$ cat src/rtl/evt_burst_pkg.sv
// Shared types and default sizing for the event burst generator.
// Latency: n/a (declarations only).
// Backpressure: n/a (declarations only).
package evt_burst_pkg;

    // Default sizing: a 640-strobe row with up to 15 idle cycles between strobes.
    localparam int MAX_COUNT_DEF = 640;
    localparam int MAX_GAP_DEF   = 15;

    // Width of a burst length (0..MAX_COUNT) and of a gap value (0..MAX_GAP).
    localparam int CW = $clog2(MAX_COUNT_DEF + 1);
    localparam int GW = $clog2(MAX_GAP_DEF + 1);

    // Burst sequencer states.
    typedef enum logic [1:0] {
        IDLE   = 2'd0,
        EMIT   = 2'd1,
        GAP    = 2'd2,
        FINISH = 2'd3
    } state_e;

endpackage : evt_burst_pkg

$ cat src/rtl/evt_burst_gen_gap_timer.sv
// Loadable down-counter that times the idle gap between two strobes.
// Latency: expire_out is high in the cycle in which the count equals 1.
// Backpressure: none; load_in overrides the countdown in the same cycle.
module gap_timer #(
    parameter int GW = 4
) (
    input  logic          clk_in,
    input  logic          rst_n_in,
    input  logic          load_in,
    input  logic [GW-1:0] value_in,
    output logic          expire_out
);

    logic [GW-1:0] cnt_q;
    logic [GW-1:0] cnt_d;

    // Load a fresh gap, otherwise count down and park at zero.
    always_comb begin
        cnt_d = cnt_q;
        if (load_in) begin
            cnt_d = value_in;
        end else if (cnt_q != '0) begin
            cnt_d = cnt_q - GW'(1);
        end
    end

    // Counter register.
    always_ff @(posedge clk_in or negedge rst_n_in) begin
        if (!rst_n_in) begin
            cnt_q <= '0;
        end else begin
            cnt_q <= cnt_d;
        end
    end

    // Count of 1 means the final idle cycle: the next cycle is a strobe.
    assign expire_out = (cnt_q == GW'(1));

endmodule : gap_timer

$ cat src/rtl/evt_burst_gen.sv
// Emits a burst of len single-cycle strobes spaced by gap idle cycles, tagged with index, then done.
// Latency: first strobe one cycle after the start is accepted; done one cycle after the last strobe.
// Backpressure: start_in is only accepted while ready_out=1; starts at other times are dropped.
module evt_burst_gen
    import evt_burst_pkg::*;
#(
    parameter int MAX_COUNT = MAX_COUNT_DEF,
    parameter int MAX_GAP   = MAX_GAP_DEF
) (
    input  logic                           clk_in,
    input  logic                           rst_n_in,
    input  logic                           start_in,
    input  logic [$clog2(MAX_COUNT+1)-1:0] len_in,
    input  logic [$clog2(MAX_GAP+1)-1:0]   gap_in,
    input  logic                           abort_in,
    output logic                           ready_out,
    output logic                           busy_out,
    output logic                           evt_out,
    output logic [$clog2(MAX_COUNT)-1:0]   index_out,
    output logic                           done_out
);

    localparam int LW = $clog2(MAX_COUNT + 1);
    localparam int GL = $clog2(MAX_GAP + 1);
    localparam int IW = $clog2(MAX_COUNT);

    state_e        state_q;
    state_e        state_d;
    logic [IW-1:0] last_q;     // index of the final strobe of the burst
    logic [IW-1:0] last_d;
    logic [GL-1:0] gap_q;      // gap latched at acceptance
    logic [GL-1:0] gap_d;
    logic [IW-1:0] idx_q;      // index of the current or most recent strobe
    logic [IW-1:0] idx_d;

    logic          tmr_load;
    logic          tmr_expire;

    logic [LW-1:0] len_clamped;

    // Requests longer than the counter range are cut to MAX_COUNT strobes.
    always_comb begin
        len_clamped = len_in;
        if (len_in > LW'(MAX_COUNT)) begin
            len_clamped = LW'(MAX_COUNT);
        end
    end

    // Sequencer next state, burst parameter capture and index advance.
    always_comb begin
        state_d  = state_q;
        last_d   = last_q;
        gap_d    = gap_q;
        idx_d    = idx_q;
        tmr_load = 1'b0;

        case (state_q)
            IDLE: begin
                // abort_in has no meaning here, so a simultaneous start simply wins.
                if (start_in) begin
                    last_d = IW'(len_clamped - LW'(1));
                    gap_d  = gap_in;
                    idx_d  = '0;
                    if (len_clamped == '0) begin
                        state_d = FINISH;
                    end else begin
                        state_d = EMIT;
                    end
                end
            end

            EMIT: begin
                // The strobe in this cycle counts as emitted even when aborted.
                if (abort_in || (idx_q == last_q)) begin
                    state_d = FINISH;
                end else if (gap_q == '0) begin
                    idx_d = idx_q + IW'(1);
                end else begin
                    state_d  = GAP;
                    tmr_load = 1'b1;
                end
            end

            GAP: begin
                if (abort_in) begin
                    state_d = FINISH;
                end else if (tmr_expire) begin
                    state_d = EMIT;
                    idx_d   = idx_q + IW'(1);
                end
            end

            FINISH: begin
                state_d = IDLE;
            end

            default: begin
                state_d = IDLE;
            end
        endcase
    end

    // State, burst parameters and index registers.
    always_ff @(posedge clk_in or negedge rst_n_in) begin
        if (!rst_n_in) begin
            state_q <= IDLE;
            last_q  <= '0;
            gap_q   <= '0;
            idx_q   <= '0;
        end else begin
            state_q <= state_d;
            last_q  <= last_d;
            gap_q   <= gap_d;
            idx_q   <= idx_d;
        end
    end

    // Idle-gap timer, loaded on the strobe that precedes each gap.
    gap_timer #(
        .GW (GL)
    ) u_gap_timer (
        .clk_in     (clk_in),
        .rst_n_in   (rst_n_in),
        .load_in    (tmr_load),
        .value_in   (gap_q),
        .expire_out (tmr_expire)
    );

    // Outputs decode straight from registers; no input reaches an output combinationally.
    assign ready_out = (state_q == IDLE);
    assign busy_out  = (state_q == EMIT) || (state_q == GAP);
    assign evt_out   = (state_q == EMIT);
    assign done_out  = (state_q == FINISH);
    assign index_out = idx_q;

endmodule : evt_burst_gen
$ cat config.mk
export PLATFORM = sky130hd
export DESIGN_NAME = evt_burst_gen
export DESIGN_NICKNAME = d
export VERILOG_FILES = /design/src/rtl/evt_burst_pkg.sv /design/src/rtl/evt_burst_gen_gap_timer.sv /design/src/rtl/evt_burst_gen.sv
export SDC_FILE = /design/constraint.sdc
export NUM_CORES = 1
export LEC_CHECK = 0
export CAP_MARGIN = 20
export CORE_MARGIN = 5
export CORE_UTILIZATION = 53
export CTS_CLUSTER_SIZE = 28
export DETAILED_ROUTE_END_ITERATION = 16
export PLACE_DENSITY = 0.79
export SLEW_MARGIN = 20
export SYNTH_ARGS = -nofsm -noshare
export SYNTH_HDL_FRONTEND = slang
export SYNTH_SLANG_ARGS = --single-unit
export TNS_END_PERCENT = 1
$ cat constraint.sdc
create_clock -name clk_in -period 3 [get_ports clk_in]
set_clock_uncertainty 0.1 [all_clocks]
set_input_delay 0.9 -clock clk_in [delete_from_list [all_inputs] [get_ports clk_in]]
set_output_delay 0.9 -clock clk_in [all_outputs]
set_load 0.02 [all_outputs]
==> results of run 1 <==
[registers in the layout, indices dropped and copies added (netlist names)]
name	count
state_q	2
gap_q	4
index_out	10
last_q	10
u_gap_timer.cnt_q	4
[report_power, final]
| part | switching, mW | internal, mW | leakage (nW) |
|---|---|---|---|
| clock network | 0.142 | 0.185 | 0.0482 |
| logic | 0.639 | 0.584 | 0.621 |
| registers | 0.144 | 0.559 | 0.376 |
| total | 0.925 | 1.33 | 1.05 |
[through the flow]
stage	util [%]	hold slack [ps]	cells	area (µm²)	setup slack [ps]
after floorplan	-	370	208	1970	394
after global placement	67.0	391	296	2430	57.1
after detailed placement	67.0	401	296	2430	14.4
after CTS	69.5	412	304	2520	252
after global routing	69.5	444	304	2520	157
final	69.5	410	304	2520	259
[layer usage]
| layer | vias up | share of wire, % | GRT usage, % | wire length (µm) |
|---|---|---|---|---|
| met2 | 61 | 49 | 29.5 | 2060 |
| met1 | 798 | 43 | 22.7 | 1830 |
| met5 | - | 0 | 0 | 0 |
| li1 | 852 | - | - | - |
| met4 | 0 | 2.3 | 7.72 | 96 |
| met3 | 10 | 5.5 | 2.84 | 233 |
[tightest hold or removal path, cell delays in order, from the launching register on]
cell and delay [ps]:
dfrtp_1 360, nand2_1 60, o31ai_1 60
[how the worst max path moves through the flow]
stage / endpoint / cells past startpoint
5_1_grt: ready_out / 3
6_report: ready_out / 3
4_1_cts: ready_out / 3
2_1_floorplan: last_q[9] / 6
3_3_place_gp: last_q[9] / 6
3_5_place_dp: last_q[9] / 6
[cell families (layout without fill, tap and decap cells)]
kind of cell             count (synthesis)  in the layout  synth area share, %
buffers and inverters                   19             67                 4.00
multiplexers                            14             14                 8.05
AO/OA/AOI/OAI                           48             48                 17.8
AND/OR/NAND/NOR                         71             71                 18.8
flip-flops                              30             30                 38.0
adder cells (fa/ha/maj)                  9              9                 5.71
XOR/XNOR                                17             17                 7.55
[cell usage in the layout, fill, tap and decap left out, types with 2 or more instances in the layout]
cell / count
a21oi_1: 4
a31oi_1: 2
and2_1: 2
buf_4: 17
clkbuf_8: 6
clkdlybuf4s50_1: 31
dfrtp_1: 30
ha_1: 9
inv_1: 11
mux2_2: 11
mux2i_1: 2
nand2_1: 25
nand3_1: 7
nand4_1: 3
nor2_1: 6
nor3_1: 12
nor4b_1: 2
o21ai_0: 20
o31ai_1: 12
o41ai_2: 4
or4_1: 5
xnor2_1: 14
xor2_1: 3
[layout make-up]
cell class	count	area [µm²]	share of cell area, %
clock buffer	7	86.3	3.42
clock inverter	1	5.00	0.198
inverter	11	41.3	1.64
multi-input combinational	159	1140	45.3
sequential	30	751	29.7
tap	48	60.1	2.38
timing repair buffer	48	438	17.3
==> results.py, run 1 <==
metrics = {
    "synthesis": {
        "syn_area_mm2": 0.00197,
        "synth_flop_cell": "dfrtp_1",
        "synth.distinct_cells": 38,
        "synth_area_per_cell_um2": 9.49,
        "synth_edf_count": 0,
        "synth_top_area_cell": "dfrtp_1",
        "synth_area_leaders": "dfrtp_1 38%, mux2_2 6.3%, xnor2_1 6.2%",
        "yosys_warnings": 0,
        "syn_nets": 235,
        "synth_top_area_share_pct": 38.0,
        "synthArstFlopShare_pct": 100,
        "netlist_instances": 208,
        "synth_seq_area_share_pct": 38.0,
        "ys_seq_elements": 30,
        "synth_commonest_cells": "30 x dfrtp_1, 25 x nand2_1, 20 x o21ai_0, 14 x xnor2_1",
        "yosysMostFrequentCell": "dfrtp_1",
    },
    "setup_path": {
        "crit_buf_inv": 2,
        "path_cells": "inv_1 > ha_1 > clkdlybuf4s50_1",
        "crit_type": "flip-flop to output port",
        "r2r_slack_ps": 500,
        "slowest_delay_ps": 650,
        "r2r-start": "u_gap_timer.cnt_q[1]",
        "cp-end-kind": "output port",
        "crit_slowest_cell": "clkdlybuf4s50_1",
        "crit_start": "state_q[0]",
        "rr_endpoint": "index_out[0]",
        "start_kind": "flip-flop",
        "cp.arrival_ps": 1740,
        "rr_worst_depth": 7,
        "cpLargestDelayFamily": "buffers and inverters",
        "critPathMaxFanout": 7,
        "critPathRequiredTime_ps": 2000,
    },
    "sta": {
        "rsz0062_at_grt": "no",
        "tns_ps": 0,
        "finalCriticalPeriod_ps": 2740,
        "worst_slew_pin_slew_ps": 630,
        "slew_headroom_pct": 57.9,
        "period_share_pct": 91.4,
        "setup_viol": 0,
        "fmax_mhz": 365,
        "drv_slew": 0,
        "finalHoldViolCount": 0,
    },
    "routing": {
        "vias_per_cell": 5.66,
        "drc": 0,
        "vias": 1721,
        "drtPass1Iterations": 4,
        "wl_mm": 4.22,
        "drt_iter0_drc": 174,
        "routedWlPerCell_um": 13.9,
        "ant_nets": 0,
    },
    "die": {
        "die_y_um": 71.0,
        "die_w_um": 71.0,
        "io_pins": 32,
        "die_area_mm2": 0.00504,
        "design.core.area_mm2": 0.00363,
        "fp-row-count": 22,
        "initial_utilization_pct": 54.3,
    },
    "grt": {
        "grt_use_total_pct": 17.7,
        "grt-ovfl-total": 0,
        "grt_pass1_vias": 1630,
        "grt_max_degree": 31,
        "antenna_found_initial": 0,
        "grt_pass1_wl_mm": 7.32,
    },
    "clock_tree": {
        "cts_buffers": 5,
        "clk_pin_slew_ps": 60,
        "cts_setup_buffers": 0,
        "htree_levels": 2,
        "cts_resized": 0,
        "clock-sinks": 30,
        "cts-root-buf": "clkbuf_8",
        "clockBufferDepth": 2,
        "clk_latency_ps": 270,
        "holdBufCountCts": 0,
        "cts_tree": "done",
    },
    "run_status": {
        "status": "finished, final reports clean",
    },
    "pwr": {
        "total_power_mw": 2.25,
        "total_leakage_power_nw": 1.05,
        "power_density_mw_per_mm2": 892,
        "vdd_drop_max_mv": 0.419,
    },
    "cells_and_area": {
        "antenna_cells": 0,
        "final_nets": 282,
        "fillers": 317,
        "synthToLayoutAreaGrowth_pct": 28.0,
        "drive_above_1_share_pct": 17.2,
    },
    "place": {
        "io_buffers": 31,
        "gp_congestion": 0.860,
        "post-dp-hpwl_mm": 3.27,
    },
    "min_path": {
        "min_to": "last_q[6]",
        "holdCritStartpoint": "last_q[6]",
        "hold_path_depth": 2,
        "hold_class": "flip-flop to flip-flop",
    },
    "flow_run": {
        "maxCapViolCount": 0,
    },
}
No activity file was read; power rests on OpenSTA's default activity.
==> run 2: changes to the inputs <==
--- a/config.mk
+++ b/config.mk
@@ -10,9 +10,10 @@
 export CORE_UTILIZATION = 53
 export CTS_CLUSTER_SIZE = 28
 export DETAILED_ROUTE_END_ITERATION = 16
+export GPL_ROUTABILITY_DRIVEN = 1
 export PLACE_DENSITY = 0.79
 export SLEW_MARGIN = 20
 export SYNTH_ARGS = -nofsm -noshare
 export SYNTH_HDL_FRONTEND = slang
 export SYNTH_SLANG_ARGS = --single-unit
-export TNS_END_PERCENT = 1
+export TNS_END_PERCENT = 100
==> results of run 2 <==
No change in the layout: final DEF, timing and power equal those of run 1.
==> run 3: changes to the inputs <==
--- a/config.mk
+++ b/config.mk
@@ -11,7 +11,7 @@
 export CTS_CLUSTER_SIZE = 28
 export DETAILED_ROUTE_END_ITERATION = 16
 export GPL_ROUTABILITY_DRIVEN = 1
-export PLACE_DENSITY = 0.79
+export PLACE_DENSITY = 0.81
 export SLEW_MARGIN = 20
 export SYNTH_ARGS = -nofsm -noshare
 export SYNTH_HDL_FRONTEND = slang
==> run 3 against run 2 <==
Final cell count grew 0.33%. Sequential cell count is the same. Total power grew 1.1%. Largest power group unchanged. Worst hold slack lost 6.2 ps. Register-to-register slack lost 50 ps. Maximum frequency shrank 1.5%. First-iteration DRC count shrank 8.6%. Highest routed layer unchanged.
==> results.py, run 3 (same netlist as run 1, synthesis figures left out) <==
metrics = {
    "clock_tree": {
        "cts_setup_buffers": 0,
        "cts_resized": 0,
        "holdBufCountCts": 0,
        "clockBufferDepth": 2,
        "clk_pin_slew_ps": 60,
        "htree_levels": 2,
        "clk_latency_ps": 290,
        "cts_tree": "done",
        "clock-sinks": 30,
        "cts-root-buf": "clkbuf_8",
        "cts_buffers": 5,
    },
    "grt": {
        "grt-ovfl-total": 0,
        "grt_pass1_vias": 1706,
        "grt_max_degree": 31,
        "antenna_found_initial": 0,
        "grt_pass1_wl_mm": 7.69,
        "grt_use_total_pct": 19.0,
    },
    "routing": {
        "dr_wl_met3_um": 234,
        "routedWlPerCell_um": 14.6,
        "wl_met1_mm": 1.92,
        "drtPass1Iterations": 4,
        "drt_iter0_drc": 159,
        "drc": 0,
        "wl_mm": 4.46,
        "vias_per_cell": 5.72,
        "wl_met2_mm": 2.22,
        "routed.top_layer": "met4",
        "ant_nets": 0,
        "vias": 1744,
    },
    "sta": {
        "setup_viol": 0,
        "fmax_mhz": 359,
        "period_share_pct": 92.8,
        "finalCriticalPeriod_ps": 2780,
        "rsz0062_at_grt": "no",
        "worst_slew_pin_slew_ps": 640,
        "slew_headroom_pct": 57.3,
        "drv_slew": 0,
        "fin_ws_ps": 216,
        "finalHoldViolCount": 0,
        "tns_ps": 0,
    },
    "setup_path": {
        "cp.arrival_ps": 1780,
        "critPathMaxFanout": 7,
        "start_kind": "flip-flop",
        "critPathRequiredTime_ps": 2000,
        "crit_type": "flip-flop to output port",
        "cp-end-kind": "output port",
    },
    "place": {
        "io_buffers": 31,
        "dp_cells": 297,
        "gp_congestion": 0.937,
        "dp_slack_ps": 26.0,
        "post-dp-hpwl_mm": 3.44,
    },
    "cells_and_area": {
        "final_nets": 283,
        "final_cells": 305,
        "final_common_cell": "clkdlybuf4s50_1",
        "multi_input_area_mm2": 0.00114,
        "fillers": 293,
        "antenna_cells": 0,
        "register_area_um2": 751,
        "synthToLayoutAreaGrowth_pct": 28.5,
        "mostFrequentLayoutCells": "31 x clkdlybuf4s50_1, 30 x dfrtp_1, 25 x nand2_1, 20 x o21ai_0, 18 x buf_4",
        "drive_above_1_share_pct": 17.9,
    },
    "pwr": {
        "vdd_drop_max_mv": 0.382,
        "total_leakage_power_nw": 1.05,
        "power_density_mw_per_mm2": 898,
    },
    "die": {
        "die_y_um": 71.0,
        "die_area_mm2": 0.00504,
        "design.core.area_mm2": 0.00363,
        "initial_utilization_pct": 54.3,
        "io_pins": 32,
        "die_w_um": 71.0,
        "fp-row-count": 22,
    },
    "flow_run": {
        "maxCapViolCount": 0,
    },
    "run_status": {
        "status": "finished, final reports clean",
    },
    "min_path": {
        "hold_class": "flip-flop to flip-flop",
    },
}
## run 3: where the power goes
group / switching (mW) / internal, mW / leakage (nW)
Combinational: 0.650 / 0.591 / 0.626
Clock: 0.155 / 0.184 / 0.0472
Sequential: 0.139 / 0.559 / 0.376
## run 3: final cells by class
type                    count  area share [%]
clock buffers               6            3.26
clock inverters             2           0.493
flip-flops and latches     30            29.6
well taps                  48            2.37
multi-input cells         159            45.1
repair buffers             49            17.6
inverters                  11            1.63
## run 3: metrics by stage
stage                     utilization, %  power (mW)  hold WS (ps)  instance area [µm²]
after floorplan                        -        1.56           370                 1970
after global placement              67.2        1.89           383                 2440
after detailed placement            67.2        1.94           394                 2440
after CTS                           69.8        2.29           409                 2540
after global routing                69.8        2.45           433                 2540
final                               69.8        2.28           404                 2540
## run 3: routing by layer
| metal | vias up | GRT usage [%] |
|---|---|---|
| met3 | 10 | 5.40 |
| met4 | 0 | 6.26 |
| li1 | 853 | - |
| met2 | 62 | 32.9 |
| met5 | - | 0 |
| met1 | 819 | 22.7 |
## run 3: worst paths after layout
path | cells after the start | endpoint | from | slack, ps
max | 3 | ready_out | state_q[0] | 220
min | 2 | last_q[2] | last_q[2] | 400
max reg2reg | 7 | index_out[9] | u_gap_timer.cnt_q[1] | 450
min reg2reg | 2 | last_q[2] | last_q[2] | 400
max in group asynchronous | 2 | last_q[5] | rst_n_in | 1620
min in group asynchronous | 2 | index_out[0] | rst_n_in | 900
## run 3: worst max-delay path, cell delays in order, from the launching register on
cell             delay [ps]
dfrtp_1                 430
inv_1                   100
ha_1                    310
clkdlybuf4s50_1         660
